`src/rtl/dest_track.sv`:
```
// dest_track: destination/write-enable tracker for the EX, MEM and WB stages,
// with an optional load-use interlock.
// Build macro DEST_TRACK_LOAD_STALL_EN enables the load-use stall and its
// saturating event counter; without it stall and stall_cnt are tied to 0.
module dest_track #(
   parameter int CNT_W = 8
) (
   input  logic             clk,
   input  logic             rst_n,
   input  logic             id_valid,
   input  logic [3:0]       id_rd,
   input  logic             id_wr,
   input  logic             id_load,
   input  logic [3:0]       id_A,
   input  logic [3:0]       id_B,
   input  logic             flush,
   output logic [3:0]       ex_rd,
   output logic [3:0]       mem_rd,
   output logic [3:0]       wb_rd,
   output logic             ctrl_ex,
   output logic             ctrl_mem,
   output logic             ctrl_wb,
   output logic             ex_load,
   output logic             stall,
   output logic [CNT_W-1:0] stall_cnt
);

   logic [3:0] ex_rd_q, ex_rd_d;
   logic       ex_ctrl_q, ex_ctrl_d;
   logic       ex_load_q, ex_load_d;
   logic [3:0] mem_rd_q, wb_rd_q;
   logic       mem_ctrl_q, wb_ctrl_q;
   logic       stall_w;

`ifdef DEST_TRACK_LOAD_STALL_EN
   logic             hazard;
   logic [CNT_W-1:0] cnt_q, cnt_d;

   // Load in EX whose result is needed by the decoding instruction; a single
   // compare per source, so id_A==id_B still yields one hazard.
   always_comb begin
      hazard = ex_ctrl_q & ex_load_q & id_valid &
               ((ex_rd_q == id_A) | (ex_rd_q == id_B));
      stall_w = hazard & ~flush;
   end

   // Stall-event counter, saturating at all-ones.
   always_comb begin
      cnt_d = cnt_q;
      if (stall_w && (cnt_q != {CNT_W{1'b1}}))
         cnt_d = cnt_q + 1'b1;
   end

   // Counter register.
   always_ff @(posedge clk or negedge rst_n) begin
      if (!rst_n) cnt_q <= '0;
      else        cnt_q <= cnt_d;
   end

   assign stall_cnt = cnt_q;
`else
   // Loads complete in EX in this build: no interlock, sources are not needed.
   logic unused_src;
   assign unused_src = ^{id_A, id_B};
   assign stall_w    = 1'b0;
   assign stall_cnt  = '0;
`endif

   // EX slot next state: flush wins over stall, both insert a bubble.
   always_comb begin
      ex_rd_d   = id_rd;
      ex_ctrl_d = id_wr & id_valid;
      ex_load_d = id_load & id_valid;
      if (flush || stall_w) begin
         ex_rd_d   = 4'd0;
         ex_ctrl_d = 1'b0;
         ex_load_d = 1'b0;
      end
   end

   // Slot registers; MEM and WB advance every cycle, even during a stall,
   // so the offending load leaves EX and one stall cycle is enough.
   always_ff @(posedge clk or negedge rst_n) begin
      if (!rst_n) begin
         ex_rd_q    <= 4'd0;
         ex_ctrl_q  <= 1'b0;
         ex_load_q  <= 1'b0;
         mem_rd_q   <= 4'd0;
         mem_ctrl_q <= 1'b0;
         wb_rd_q    <= 4'd0;
         wb_ctrl_q  <= 1'b0;
      end else begin
         ex_rd_q    <= ex_rd_d;
         ex_ctrl_q  <= ex_ctrl_d;
         ex_load_q  <= ex_load_d;
         mem_rd_q   <= ex_rd_q;
         mem_ctrl_q <= ex_ctrl_q;
         wb_rd_q    <= mem_rd_q;
         wb_ctrl_q  <= mem_ctrl_q;
      end
   end

   assign ex_rd    = ex_rd_q;
   assign ctrl_ex  = ex_ctrl_q;
   assign ex_load  = ex_load_q;
   assign mem_rd   = mem_rd_q;
   assign ctrl_mem = mem_ctrl_q;
   assign wb_rd    = wb_rd_q;
   assign ctrl_wb  = wb_ctrl_q;
   assign stall    = stall_w;

endmodule

```
`config.mk`:
```
export PLATFORM = sky130hd
export DESIGN_NAME = dest_track
export DESIGN_NICKNAME = d
export VERILOG_FILES = /design/src/rtl/dest_track.sv
export SDC_FILE = /design/constraint.sdc
export NUM_CORES = 1
export LEC_CHECK = 0
export ABC_CLOCK_PERIOD_IN_PS = 1230
export CAP_MARGIN = 20
export CORE_MARGIN = 2
export CORE_UTILIZATION = 31
export DETAILED_ROUTE_END_ITERATION = 6
export PLACE_DENSITY = 0.85
export SLEW_MARGIN = 0
export SYNTH_ARGS = -nofsm -noshare
export SYNTH_HDL_FRONTEND = slang
export SYNTH_SLANG_ARGS = --single-unit
```
`constraint.sdc`:
```
create_clock -name clk -period 1.23 [get_ports clk]
set_input_delay 0.369 -clock clk [delete_from_list [all_inputs] [get_ports clk]]
set_output_delay 0.369 -clock clk [all_outputs]
set_load 0.005 [all_outputs]
```
==> out/metrics.cfg, run 1 <==
[worst_setup_path]
path_delay_family = flip-flops
slowest_delay_ns = 0.38
r2r_setup_slack_ns = 0.74
cp_cell_sequence = buf_2
cpMaxStageDelayCell = dfrtp_1
path_depth = 1
rr_worst_depth = 0
crit_buf_inv = 1
end_kind = output port
critPathMaxFanout = 2
regToRegEndpoint = wb_rd[2]
critPathRequiredTime_ns = 0.86
reg2reg_from = mem_rd[2]
critical_path_arrival_ns = 0.78
path_class = flop to output port
worst_setup_path_start_kind = flop

[cells_and_area]
diodes = 0
multiInputGateArea_um2 = 88.8
areaGrowthSynthToFinish_pct = 34.7
regArea_um2 = 400
final_nets = 80
fin_util = 0.460
fillerInstances = 166
drive_above_1_share = 0.433

[min_path]
hold_path.startpoint = ctrl_mem
hold_path.class = flop to flop
hold_path_depth = 0
hold_end = ctrl_wb

[route]
via_count = 301
wl_um = 749
drt_iter0_drc = 0
drt_pass1_iterations = 1
viasPerCell = 3.96
ant_nets = 0
drc = 0
wl_per_cell_um = 9.86

[sta]
fin_crit_ns = 1.15
rsz0062_at_grt = no
finalSetupViolCount = 0
hold_violations = 0
fmax_ghz = 0.872
period_share = 0.933
drv_slew = 0
fin_skew_ns = 0.00163

[clocking]
worstSkewPairLatency_ns = 0.27
clkSinkCount = 16
cts-root-buf = clkbuf_4
cts_buffers = 3
clockBufferDepth = 2
clk_pin_slew_ns = 0.08
cts.htree.levels = 1
cts_tree = yes
hold_buffers = 0

[synthesis]
synthCells = 32
synth_area_leader_cell = dfrtp_1
syn_area_per_cell_um2 = 16.5
ys_seq_area_frac = 0.760
syn_area_um2 = 527
synth_top_area_share = 0.760
ys_warn_count = 0
ys_types = 5
synth_area_leaders = dfrtp_1, buf_4, and2b_2
yosys_register_bits = 16

[pwr]
combPwrFrac = 0.096
p_clk_frac = 0.279
power_switching_mw = 0.180
pwr-share-seq = 0.625
powerDensity_nw_per_um2 = 1260
total_power_mw = 0.894
p_leak_nw = 0.399
p_sw_frac = 0.201
intPower_mw = 0.715
ir_drop_uv = 346

[global_routing]
grt_max_degree = 17
globalRouteOverflowTotal = 0
antenna_found_initial = 0
gr-usage-all-layers = 0.0831
grt_pass1_vias = 300
grt_pass1_wl_um = 1120

[floorplanning]
dieArea_um2 = 2040
rows = 14
initial_core_util = 0.342
die_h_um = 45.2
die_w_um = 45.2
core_um2 = 1540
ioPinCount = 43

[placed_design]
gp_congestion = 0.634
port_buffers = 25
dp_hpwl_um = 604

[outcome]
status = completed

[flow_run]
drv_cap = 0

kinds of logic (layout without fill, tap and decap cells):
family	count (synthesis)	in the layout	synth area share
buffers and inverters	9	29	0.128
AND/OR/NAND/NOR	6	6	0.105
flip-flops	16	16	0.760
other	1	9	0.00712
repair_timing:
item,CTS,global route
resized for setup,50,7
pin swaps,0,0
setup endpoints to repair,16,7
buffers inserted,0,0
cell usage after synthesis, drive strengths merged:
cell type	count
and3b	2
buf	9
dfrtp	16
conb	1
and2b	4
layout make-up:
type / instances / area share
clock buffers: 3 / 0.0317
multi-input cells: 15 / 0.125
flip-flops and latches: 16 / 0.564
well taps: 16 / 0.0282
repair buffers: 26 / 0.250
layer usage:
metal / vias up / part of all wire / GRT usage
met5: - / 0 / 0
met4: 0 / 0.0053 / 0.0882
met3: 2 / 0.20 / 0.0400
met2: 25 / 0.47 / 0.140
met1: 138 / 0.33 / 0.0648
li1: 136 / - / -
how the worst max path moves through the flow:
stage,from,to,slack [ns]
final,ctrl_ex,ctrl_ex,0.08
after global placement,flush,ex_rd[1],-0.001
after global routing,mem_rd[0],mem_rd[0],0.03
after CTS,mem_rd[2],mem_rd[2],-0.03
after detailed placement,flush,ex_rd[1],-0.01
after floorplan,ctrl_ex,ctrl_ex,0.50
stage by stage:
stage	hold WS, ns	cell area (um2)	setup TNS (ns)	setup WS, ns	cells
floorplan	0.0734	557	0	0.501	40
global placement	0.358	767	-0.00199	-0.00118	73
detailed placement	0.361	767	-0.0432	-0.0109	73
CTS	0.374	744	-0.0251	-0.0251	76
global route	0.382	709	0	0.0331	76
finish	0.372	709	0	0.0826	76
power by group through the flow:
| stage | logic, mW | registers [mW] | clock network (mW) |
|---|---|---|---|
| after floorplan | 0.0365 | 0.574 | 0 |
| after global placement | 0.110 | 0.569 | 0 |
| after detailed placement | 0.112 | 0.571 | 0 |
| after CTS | 0.0933 | 0.559 | 0.268 |
| after global routing | 0.0969 | 0.562 | 0.289 |
| final | 0.0862 | 0.559 | 0.249 |
sequential cells by signal, summed over array words and instances, names as in the netlist:
name      count
ctrl_mem      1
ctrl_ex       1
ex_load       1
ex_rd         4
ctrl_wb       1
mem_rd        4
wb_rd         4
cell usage in the layout, fill, tap and decap left out:
master and instances:
and2b_2 4, and3b_2 2, buf_2 9, buf_4 1
clkbuf_2 7, clkbuf_4 3, clkdlybuf4s50_1 9, conb_1 9
dfrtp_1 16
(Power assumes the default switching activity.)
==> inputs of run 2 (changes only) <==
--- a/config.mk
+++ b/config.mk
@@ -9,6 +9,7 @@
 export CAP_MARGIN = 20
 export CORE_MARGIN = 2
 export CORE_UTILIZATION = 31
+export CTS_CLUSTER_DIAMETER = 200
 export DETAILED_ROUTE_END_ITERATION = 6
 export PLACE_DENSITY = 0.85
 export SLEW_MARGIN = 0
==> results of run 2 <==
No change in the layout: final DEF, timing and power equal those of run 1.
==> inputs of run 3 (changes only) <==
--- a/config.mk
+++ b/config.mk
@@ -12,6 +12,7 @@
 export CTS_CLUSTER_DIAMETER = 200
 export DETAILED_ROUTE_END_ITERATION = 6
 export PLACE_DENSITY = 0.85
+export SKIP_CTS_REPAIR_TIMING = 1
 export SLEW_MARGIN = 0
 export SYNTH_ARGS = -nofsm -noshare
 export SYNTH_HDL_FRONTEND = slang
==> out/metrics.cfg, run 3 (same netlist as run 1, synthesis figures left out) <==
[outcome]
status = completed

[cells_and_area]
drive_above_1_share = 0.167  ; -0.267
layout_common_cells = dfrtp_1, dlymetal6s2s_1, conb_1, clkdlybuf4s50_1, and2b_2
fillerInstances = 143  ; -14%
design_area_um2 = 830  ; +17%
areaGrowthSynthToFinish_pct = 57.5
final_nets = 80  ; unchanged
diodes = 0  ; unchanged

[clocking]
worstSkewPairLatency_ns = 0.27  ; about the same
cts.htree.levels = 1  ; unchanged
cts_tree = yes
clk_pin_slew_ns = 0.08  ; about the same
cts_buffers = 3  ; unchanged
clockBufferDepth = 2  ; unchanged
cts-root-buf = clkbuf_4
clkSinkCount = 16  ; unchanged

[min_path]
hold_path.class = flop to flop
hold_path.startpoint = mem_rd[1]

[global_routing]
gr-usage-all-layers = 0.0806  ; -0.00252
grt_max_degree = 17  ; unchanged
antenna_found_initial = 0  ; unchanged
grt_pass1_vias = 294  ; -2.0%
globalRouteOverflowTotal = 0  ; unchanged
grt_pass1_wl_um = 1090  ; -3.0%

[sta]
setup-tns-final_ns = 0  ; unchanged
fin_crit_ns = 1.17  ; +0.0269 ns
hold-worst-slack_ns = 0.371  ; -0.000377 ns
drv_slew = 0  ; unchanged
rsz0062_at_grt = no
fin_skew_ns = 0.000996  ; -0.000633 ns
finalSetupViolCount = 0  ; unchanged
fmax_ghz = 0.852  ; -2.3%
period_share = 0.955  ; +0.0219
hold_violations = 0  ; unchanged

[floorplanning]
initial_core_util = 0.342  ; unchanged
dieArea_um2 = 2040  ; unchanged
core_um2 = 1540  ; unchanged
die_w_um = 45.2  ; unchanged
ioPinCount = 43  ; unchanged
die_h_um = 45.2  ; unchanged
rows = 14  ; unchanged

[worst_setup_path]
crit_buf_inv = 1  ; unchanged
path_delay_family = flip-flops
path_class = flop to output port
critical_path_arrival_ns = 0.81  ; +0.03 ns
worst_setup_path_start_kind = flop
critPathMaxFanout = 2  ; unchanged
cp_cell_sequence = dlymetal6s2s_1
critPathRequiredTime_ns = 0.86  ; about the same
slowest_delay_ns = 0.38  ; about the same
end_kind = output port
reg2reg_from = mem_rd[3]
startpoint = mem_rd[2]
cpMaxStageDelayCell = dfrtp_1

[placed_design]
port_buffers = 25  ; unchanged
place_area_um2 = 767  ; unchanged
dp_hpwl_um = 604  ; unchanged
gp_congestion = 0.634  ; unchanged

[route]
drt_pass1_iterations = 1  ; unchanged
via_count = 306  ; +1.7%
drc = 0  ; unchanged
drt_iter0_drc = 0  ; unchanged
ant_nets = 0  ; unchanged
wl_per_cell_um = 9.95  ; +0.93%
viasPerCell = 4.03  ; +1.7%
wl_um = 756  ; +0.93%

[flow_run]
drv_cap = 0  ; unchanged

[pwr]
ir_drop_uv = 350  ; +1.1%
p_leak_nw = 0.615  ; +54%
powerDensity_nw_per_um2 = 1100  ; -13%

==> run 3: changes by cell type in the layout (fill, tap and decap cells not counted) <==
cell,previous run,this run
clkbuf_2,7,0
dlymetal6s2s_1,0,16
buf_2,9,0
==> run 3: cell type report <==
cell class              count  area (um2)  share of cell area
multi-input cells          15        88.8               0.107
well taps                  16        20.0              0.0241
repair buffers             26         298               0.359
flip-flops and latches     16         400               0.483
clock buffers               3        22.5              0.0271
==> run 3: metrics by stage <==
stage	setup slack, ns	std cells	power, mW	utilization
CTS	-0.293	76	0.940	0.512
detailed placement	-0.0109	73	0.683	0.498
finish	0.0557	76	0.911	0.538
floorplan	0.501	40	0.610	-
global placement	-0.00118	73	0.680	0.498
global route	0.00815	76	0.965	0.538
==> run 3: final timing paths <==
kind	slack, ns	end	cells past startpoint
min reg2reg	0.37	wb_rd[1]	0
max reg2reg	0.74	wb_rd[3]	0
max in group asynchronous	0.65	ex_rd[0]	2
min in group asynchronous	0.41	mem_rd[2]	2
max	0.06	mem_rd[2]	1
min	0.37	wb_rd[1]	0
==> run 3: power by group <==
part / total, mW / switching [mW] / internal (mW) / leakage (nW)
Sequential: 0.558 / 0.00789 / 0.550 / 0.208
Clock: 0.249 / 0.136 / 0.113 / 0.0138
Combinational: 0.104 / 0.0352 / 0.0683 / 0.393
Total: 0.911 / 0.179 / 0.732 / 0.615
==> run 3: layer usage <==
layer,routed length [um],track usage,share of wire,up-vias
li1,-,-,-,137
met1,269,0.0596,0.36,142
met2,354,0.140,0.47,25
met3,129,0.0360,0.17,2
met4,4,0.0882,0.0053,0
met5,0,0,0,-
